`config.mk`:
```
export PLATFORM = sky130hd
export DESIGN_NAME = cpu_axi_arbiter_flat
export DESIGN_NICKNAME = d
export VERILOG_FILES = /design/src/rtl/cpu_axi_arbiter_if.sv /design/src/rtl/cpu_axi_arbiter.sv /design/src/flat_wrapper.sv
export SDC_FILE = /design/constraint.sdc
export NUM_CORES = 1
export LEC_CHECK = 0
export ABC_AREA = 1
export BUFFER_PORTS_ARGS = -buffer_cell sky130_fd_sc_hd__buf_2
export CAP_MARGIN = 30
export CELL_PAD_IN_SITES_DETAIL_PLACEMENT = 2
export CELL_PAD_IN_SITES_GLOBAL_PLACEMENT = 2
export CORE_MARGIN = 1
export CORE_UTILIZATION = 22
export DETAILED_ROUTE_END_ITERATION = 16
export GPL_ROUTABILITY_DRIVEN = 0
export PLACE_DENSITY = 0.72
export SLEW_MARGIN = 20
export SYNTH_ARGS = -nofsm -noshare
export SYNTH_HDL_FRONTEND = slang
export SYNTH_SLANG_ARGS = --single-unit
```
`constraint.sdc`:
```
create_clock -name clk -period 5.2 [get_ports clk]
set_clock_uncertainty 0.05 [all_clocks]
set_input_delay 1.56 -clock clk [delete_from_list [all_inputs] [get_ports clk]]
set_output_delay 1.56 -clock clk [all_outputs]
set_load 0.01 [all_outputs]
```
`src/rtl/cpu_axi_arbiter_if.sv`:
```
// Single-beat AXI channel bundle between the core-side arbiter (master) and the bus (slave).
// ID, len, burst, cache, prot, lock and wlast are tied off outside this bundle.
interface cpu_axi_arbiter_if #(
  parameter int unsigned ADDR_W = 32
);
  logic [ADDR_W-1:0] araddr;
  logic [2:0]        arsize;
  logic              arvalid;
  logic              arready;
  logic [31:0]       rdata;
  logic              rvalid;
  logic              rready;
  logic [ADDR_W-1:0] awaddr;
  logic [2:0]        awsize;
  logic              awvalid;
  logic              awready;
  logic [31:0]       wdata;
  logic [3:0]        wstrb;
  logic              wvalid;
  logic              wready;
  logic              bvalid;
  logic              bready;

  modport master (
    output araddr, arsize, arvalid, rready,
    output awaddr, awsize, awvalid, wdata, wstrb, wvalid, bready,
    input  arready, rdata, rvalid, awready, wready, bvalid
  );

  modport slave (
    input  araddr, arsize, arvalid, rready,
    input  awaddr, awsize, awvalid, wdata, wstrb, wvalid, bready,
    output arready, rdata, rvalid, awready, wready, bvalid
  );
endinterface

```
`src/rtl/cpu_axi_arbiter.sv`:
```
// Shares one single-beat AXI master between the inst and data sram-like requesters.
// Define ARB_RR_EN for round-robin tie-breaking; otherwise data always beats inst.
module cpu_axi_arbiter #(
  parameter int unsigned ADDR_W = 32
) (
  input  logic              clk,
  input  logic              rst,
  input  logic              inst_req,
  input  logic [ADDR_W-1:0] inst_addr,
  input  logic [1:0]        inst_size,
  output logic              inst_addr_ok,
  output logic              inst_data_ok,
  output logic [31:0]       inst_rdata,
  input  logic              data_req,
  input  logic              data_wr,
  input  logic [1:0]        data_size,
  input  logic [ADDR_W-1:0] data_addr,
  input  logic [31:0]       data_wdata,
  output logic              data_addr_ok,
  output logic              data_data_ok,
  output logic [31:0]       data_rdata,
  cpu_axi_arbiter_if.master axi
);

  typedef enum logic [2:0] {StIdle, StAr, StR, StAwW, StB, StDone} state_e;

  state_e            state_q, state_d;
  logic              owner_q;  // 1 = data side
  logic              wr_q;
  logic [ADDR_W-1:0] addr_q;
  logic [1:0]        size_q;
  logic [31:0]       wdata_q;
  logic              aw_done_q, aw_done_d;
  logic              w_done_q, w_done_d;
  logic [31:0]       inst_rdata_q, data_rdata_q;
  logic              grant_data;
  logic              accept;

`ifdef ARB_RR_EN
  logic last_owner_q;  // 1 = data side; reset to inst so data wins the first tie
  assign grant_data = data_req & (~inst_req | ~last_owner_q);

  always_ff @(posedge clk or posedge rst) begin
    if (rst) begin
      last_owner_q <= 1'b0;
    end else if (accept) begin
      last_owner_q <= grant_data;
    end
  end
`else
  assign grant_data = data_req;
`endif

  always_comb begin
    state_d      = state_q;
    accept       = 1'b0;
    inst_addr_ok = 1'b0;
    data_addr_ok = 1'b0;
    inst_data_ok = 1'b0;
    data_data_ok = 1'b0;
    unique case (state_q)
      StIdle: begin
        if (inst_req || data_req) begin
          accept       = 1'b1;
          data_addr_ok = grant_data;
          inst_addr_ok = ~grant_data;
          state_d      = (grant_data && data_wr) ? StAwW : StAr;
        end
      end
      StAr:   if (axi.arready) state_d = StR;
      StR:    if (axi.rvalid) state_d = StDone;
      StAwW: begin
        // Both handshakes may land in the same cycle.
        if ((aw_done_q || axi.awready) && (w_done_q || axi.wready)) state_d = StB;
      end
      StB:    if (axi.bvalid) state_d = StDone;
      StDone: begin
        data_data_ok = owner_q;
        inst_data_ok = ~owner_q;
        state_d      = StIdle;
      end
      default: state_d = StIdle;
    endcase
  end

  always_comb begin
    aw_done_d = 1'b0;
    w_done_d  = 1'b0;
    if (state_q == StAwW && state_d == StAwW) begin
      aw_done_d = aw_done_q | axi.awready;
      w_done_d  = w_done_q | axi.wready;
    end
  end

  always_ff @(posedge clk or posedge rst) begin
    if (rst) begin
      state_q   <= StIdle;
      aw_done_q <= 1'b0;
      w_done_q  <= 1'b0;
    end else begin
      state_q   <= state_d;
      aw_done_q <= aw_done_d;
      w_done_q  <= w_done_d;
    end
  end

  always_ff @(posedge clk or posedge rst) begin
    if (rst) begin
      owner_q <= 1'b0;
      wr_q    <= 1'b0;
      addr_q  <= '0;
      size_q  <= 2'd0;
      wdata_q <= 32'd0;
    end else if (accept) begin
      owner_q <= grant_data;
      wr_q    <= grant_data & data_wr;
      addr_q  <= grant_data ? data_addr : inst_addr;
      size_q  <= grant_data ? data_size : inst_size;
      wdata_q <= data_wdata;
    end
  end

  always_ff @(posedge clk or posedge rst) begin
    if (rst) begin
      inst_rdata_q <= 32'd0;
      data_rdata_q <= 32'd0;
    end else if (state_q == StR && axi.rvalid) begin
      if (owner_q) data_rdata_q <= axi.rdata;
      else         inst_rdata_q <= axi.rdata;
    end
  end

  // Size 3 is reserved and falls through to a full-word strobe.
  always_comb begin
    case (size_q)
      2'd0:    axi.wstrb = 4'b0001 << addr_q[1:0];
      2'd1:    axi.wstrb = addr_q[1] ? 4'b1100 : 4'b0011;
      default: axi.wstrb = 4'b1111;
    endcase
  end

  assign inst_rdata  = inst_rdata_q;
  assign data_rdata  = data_rdata_q;

  assign axi.araddr  = addr_q;
  assign axi.arsize  = {1'b0, size_q};
  assign axi.arvalid = (state_q == StAr);
  assign axi.rready  = (state_q == StR);
  assign axi.awaddr  = addr_q;
  assign axi.awsize  = {1'b0, size_q};
  assign axi.awvalid = (state_q == StAwW) & ~aw_done_q;
  assign axi.wdata   = wdata_q;
  assign axi.wvalid  = (state_q == StAwW) & ~w_done_q;
  assign axi.bready  = (state_q == StB);

  logic unused_wr;
  assign unused_wr = wr_q;

endmodule
```
`src/flat_wrapper.sv`:
```
// flat-port wrapper written by rule: the top's interface ports become plain ports
module cpu_axi_arbiter_flat 
#(
  parameter int unsigned ADDR_W = 32
)
  (clk, rst, inst_req, inst_addr, inst_size, inst_addr_ok, inst_data_ok, inst_rdata, data_req, data_wr, data_size, data_addr, data_wdata, data_addr_ok, data_data_ok, data_rdata, axi_araddr, axi_arsize, axi_arvalid, axi_rready, axi_awaddr, axi_awsize, axi_awvalid, axi_wdata, axi_wstrb, axi_wvalid, axi_bready, axi_arready, axi_rdata, axi_rvalid, axi_awready, axi_wready, axi_bvalid);
  cpu_axi_arbiter_if #(.ADDR_W(ADDR_W)) axi_i ();
  input  logic clk;
  input  logic rst;
  input  logic inst_req;
  input  logic [ADDR_W-1:0] inst_addr;
  input  logic [1:0] inst_size;
  output logic inst_addr_ok;
  output logic inst_data_ok;
  output logic [31:0] inst_rdata;
  input  logic data_req;
  input  logic data_wr;
  input  logic [1:0] data_size;
  input  logic [ADDR_W-1:0] data_addr;
  input  logic [31:0] data_wdata;
  output logic data_addr_ok;
  output logic data_data_ok;
  output logic [31:0] data_rdata;
  output wire logic [$bits(axi_i.araddr)-1:0] axi_araddr;
  output wire logic [$bits(axi_i.arsize)-1:0] axi_arsize;
  output wire logic [$bits(axi_i.arvalid)-1:0] axi_arvalid;
  output wire logic [$bits(axi_i.rready)-1:0] axi_rready;
  output wire logic [$bits(axi_i.awaddr)-1:0] axi_awaddr;
  output wire logic [$bits(axi_i.awsize)-1:0] axi_awsize;
  output wire logic [$bits(axi_i.awvalid)-1:0] axi_awvalid;
  output wire logic [$bits(axi_i.wdata)-1:0] axi_wdata;
  output wire logic [$bits(axi_i.wstrb)-1:0] axi_wstrb;
  output wire logic [$bits(axi_i.wvalid)-1:0] axi_wvalid;
  output wire logic [$bits(axi_i.bready)-1:0] axi_bready;
  input wire logic [$bits(axi_i.arready)-1:0] axi_arready;
  input wire logic [$bits(axi_i.rdata)-1:0] axi_rdata;
  input wire logic [$bits(axi_i.rvalid)-1:0] axi_rvalid;
  input wire logic [$bits(axi_i.awready)-1:0] axi_awready;
  input wire logic [$bits(axi_i.wready)-1:0] axi_wready;
  input wire logic [$bits(axi_i.bvalid)-1:0] axi_bvalid;
  assign axi_araddr = axi_i.araddr;
  assign axi_arsize = axi_i.arsize;
  assign axi_arvalid = axi_i.arvalid;
  assign axi_rready = axi_i.rready;
  assign axi_awaddr = axi_i.awaddr;
  assign axi_awsize = axi_i.awsize;
  assign axi_awvalid = axi_i.awvalid;
  assign axi_wdata = axi_i.wdata;
  assign axi_wstrb = axi_i.wstrb;
  assign axi_wvalid = axi_i.wvalid;
  assign axi_bready = axi_i.bready;
  assign axi_i.arready = axi_arready;
  assign axi_i.rdata = axi_rdata;
  assign axi_i.rvalid = axi_rvalid;
  assign axi_i.awready = axi_awready;
  assign axi_i.wready = axi_wready;
  assign axi_i.bvalid = axi_bvalid;
  cpu_axi_arbiter #(.ADDR_W(ADDR_W)) u_core (.clk(clk), .rst(rst), .inst_req(inst_req), .inst_addr(inst_addr), .inst_size(inst_size), .inst_addr_ok(inst_addr_ok), .inst_data_ok(inst_data_ok), .inst_rdata(inst_rdata), .data_req(data_req), .data_wr(data_wr), .data_size(data_size), .data_addr(data_addr), .data_wdata(data_wdata), .data_addr_ok(data_addr_ok), .data_data_ok(data_data_ok), .data_rdata(data_rdata), .axi(axi_i));
endmodule
```
==> run summary <==
Worst-path fanout max -> 10
Post-placement cell area -> 7680 um2
Pleak -> 4.70 nW
Initial Util -> 0.226
Inserted Clock Buffers -> 17
Max IR drop VDD -> 0.000182 V
Cell Chain, Critical Path -> buf_2 > nor4_1 > buf_2
Clk_lat worst skew -> 0.41 ns
Seq/Total Area, Yosys -> 0.555
Synthesized-area fraction occupied by and/or/nand/nor cells -> 0.272
CP most frequent cell -> buf_2
H-Tree Depth -> 4
Unrepaired setup endpoints after global routing -> no
Vias in the first global route -> 6068
Critical Path AT -> 2.25 ns
All-Layer GR Usage -> 0.154
WP buf/inv -> 2
CTS tree -> done
Total number of yosys warnings -> 0
Post-synthesis area per instance -> 8.71 um2
Maxcap violations -> 0
Logic pwr share -> 0.390
Critical path's slowest cell -> nor4_1
Worst slew pin tran -> 0.887 ns
IO Pins -> 321
Post-CTS Setup Bufs -> 0
DR vias -> 5631
Post-Synthesis Cell Area -> 6130 um2
Worst setup path startpoint -> data_req
FILL cells -> 3191
Avg WL per Cell -> 16.0 um
PwrDens -> 624 nW/um2
Clock network power share -> 0.245
Final Cell Area -> 8300 um2
Hold Path Class -> flip-flop to flip-flop
Final setup viols -> 0
Die ar. -> 28500 um2
Internal power -> 0.00308 W
Hold Path Origin -> u_core.data_rdata[7]
# DRC -> 0
1st-iter DRT viols -> 179
Die W -> 169 um
Final ANT Viol Nets -> 0
Critical Path Max Stage Delay -> 0.33 ns
Register share of total power -> 0.365
Port Buf Inserts -> 318
Crit share post-route -> 0.743
Clock-pin slew on the worst setup and hold paths -> 0.06 ns
Req. time, crit path -> 3.59 ns
Synth Area in Adders -> 0
Setup tns final -> 0 ns
# hold bufs at CTS -> 0
Final HPWL from detailed placement -> 15600 um
Fin crit period -> 3.86 ns
Area grow syn2layout -> 35.4%
Synth cell types -> 26
Switching power -> 0.00210 W
Deepest clock path buffer count -> 2
XOR/XNOR share of the synthesized area -> 0
Reg2reg start -> u_core.state_q[2]
Switching share of total power -> 0.405
Multiplexer share of the synthesized area -> 0
Status -> finished, final reports clean
Synth Register Bits -> 136
Post-cts gate resize count -> 0
Main combinational cell family by area after synthesis -> simple AND/OR/NAND/NOR gates
Remaining Overflow, GRT -> 0
Largest net degree at the start of global routing -> 137
Slew Limit Fails -> 0
Crit Path Category -> input port to primary output
Syn Inst Count -> 704
Core area -> 27200 um2
Clk root buf -> clkbuf_16
Fmax -> 259 MHz
First-pass GRT wire length -> 33800 um
Layout net count -> 1119
Clk sinks -> 136
Via density per instance -> 4.13
Drt pass-1 iters -> 4
CP delay by family, top -> buffers and inverters
Fraction of layout cells with a size suffix above 1 -> 0.414
Startpoint Class -> input port
Initial antenna violation count -> 3
Slew headroom -> 0.407
Crit. End Element -> primary output
Die H -> 169 um
Routed WL -> 21800 um
FP Rows -> 60
Synth Area in Compound Gates -> 0.0645
Hold Fails Final Rpt -> 0
-- worst reg2reg max path: cells and delay by family (launching register included) --
kind | cells | cell delay (ns)
simple gates | 4 | 1.15
buf+inv | 1 | 0.23
flops | 1 | 0.53
-- cell type report --
| class | count | area (um2) | share of cell area |
|---|---|---|---|
| antenna | 3 | 7.51 | 0.000904 |
| clock buffer | 19 | 453 | 0.0546 |
| clock inverter | 13 | 155 | 0.0187 |
| inverter | 22 | 86.3 | 0.0104 |
| multi-input combinational | 475 | 2070 | 0.250 |
| sequential | 136 | 3400 | 0.410 |
| tap | 372 | 465 | 0.0561 |
| timing repair buffer | 325 | 1660 | 0.200 |
-- cell usage after synthesis, drive strengths merged --
library cell,instances,share of area
buf,64,0.090
nand4,4,0.0065
nor2,14,0.014
nand3,5,0.0049
dfrtp,136,0.56
or2,34,0.035
nand2,339,0.21
o211ai,1,0.0012
inv,22,0.013
nor4,1,0.0010
o21ai,73,0.063
nor3,1,0.00082
and3,1,0.0010
conb,1,0.00061
clkbuf,8,0.0051
-- state kept, by name (all words and copies together), names as in the netlist --
signal and flops:
u_core.aw_done_q 1, u_core.axi.araddr 32, u_core.axi.wdata 32, u_core.data_rdata 32
u_core.inst_rdata 32, u_core.owner_q 1, u_core.size_q 2, u_core.state_q 3
u_core.w_done_q 1
-- layer usage --
metal | wire length (um) | track usage | vias up
met5 | 0 | 0 | -
met3 | 1400 | 0.0447 | 11
met4 | 257 | 0.0415 | 0
met1 | 9150 | 0.181 | 2765
met2 | 11000 | 0.271 | 167
li1 | - | - | 2688
-- power by group through the flow --
stage | clock (W) | sequential (W) | combinational [W]
after CTS | 0.00132 | 0.00190 | 0.00209
after floorplan | 0 | 0.00207 | 0.00115
final | 0.00127 | 0.00189 | 0.00202
after global routing | 0.00136 | 0.00195 | 0.00228
after detailed placement | 0 | 0.00191 | 0.00209
after global placement | 0 | 0.00189 | 0.00202
-- placed cells by master, fill, tap and decap left out, types with 2 or more instances in the layout --
master / synthesis / final
dfrtp_1: 136 / 136
nand2_2: 3 / 2
inv_1: 20 / 19
nor2_1: 9 / 9
or2_2: 34 / 34
o21ai_0: 46 / 46
buf_2: 4 / 318
buf_4: 39 / 6
nand3_1: 4 / 4
inv_2: 2 / 2
nand2_1: 336 / 336
bufinv_16: 0 / 2
clkbuf_16: 0 / 17
diode_2: 0 / 3
o21ai_2: 6 / 6
conb_1: 1 / 2
clkbuf_8: 0 / 2
o21ai_1: 21 / 21
inv_6: 0 / 5
nand4_1: 3 / 3
clkinv_4: 0 / 4
nor2_4: 4 / 4
-- worst paths after layout --
| check | endpoint | slack, ns | cells past startpoint |
|---|---|---|---|
| setup reg to reg | u_core.data_rdata[22] | 3.20 | 5 |
| min in group asynchronous | u_core.inst_rdata[3] | 1.29 | 3 |
| hold reg to reg | u_core.data_rdata[7] | 0.42 | 2 |
| hold / removal | u_core.data_rdata[7] | 0.42 | 2 |
| setup / recovery | inst_addr_ok | 1.34 | 3 |
| max in group asynchronous | u_core.axi.wdata[31] | 3.12 | 3 |
-- through the flow --
step	power (W)	util	std cells	hold WS [ns]	setup slack, ns
floorplan	0.00322	-	705	0.456	1.28
global placement	0.00391	0.283	1330	0.400	1.43
detailed placement	0.00399	0.283	1330	0.403	1.34
CTS	0.00531	0.305	1362	0.419	1.33
global route	0.00558	0.305	1363	0.437	1.33
finish	0.00518	0.305	1365	0.419	1.34
-- cell families after synthesis --
family | after synthesis
simple gates | 399
flops | 136
buf+inv | 94
compound gates | 74
other cells | 1
No activity file was read; power rests on OpenSTA's default activity.
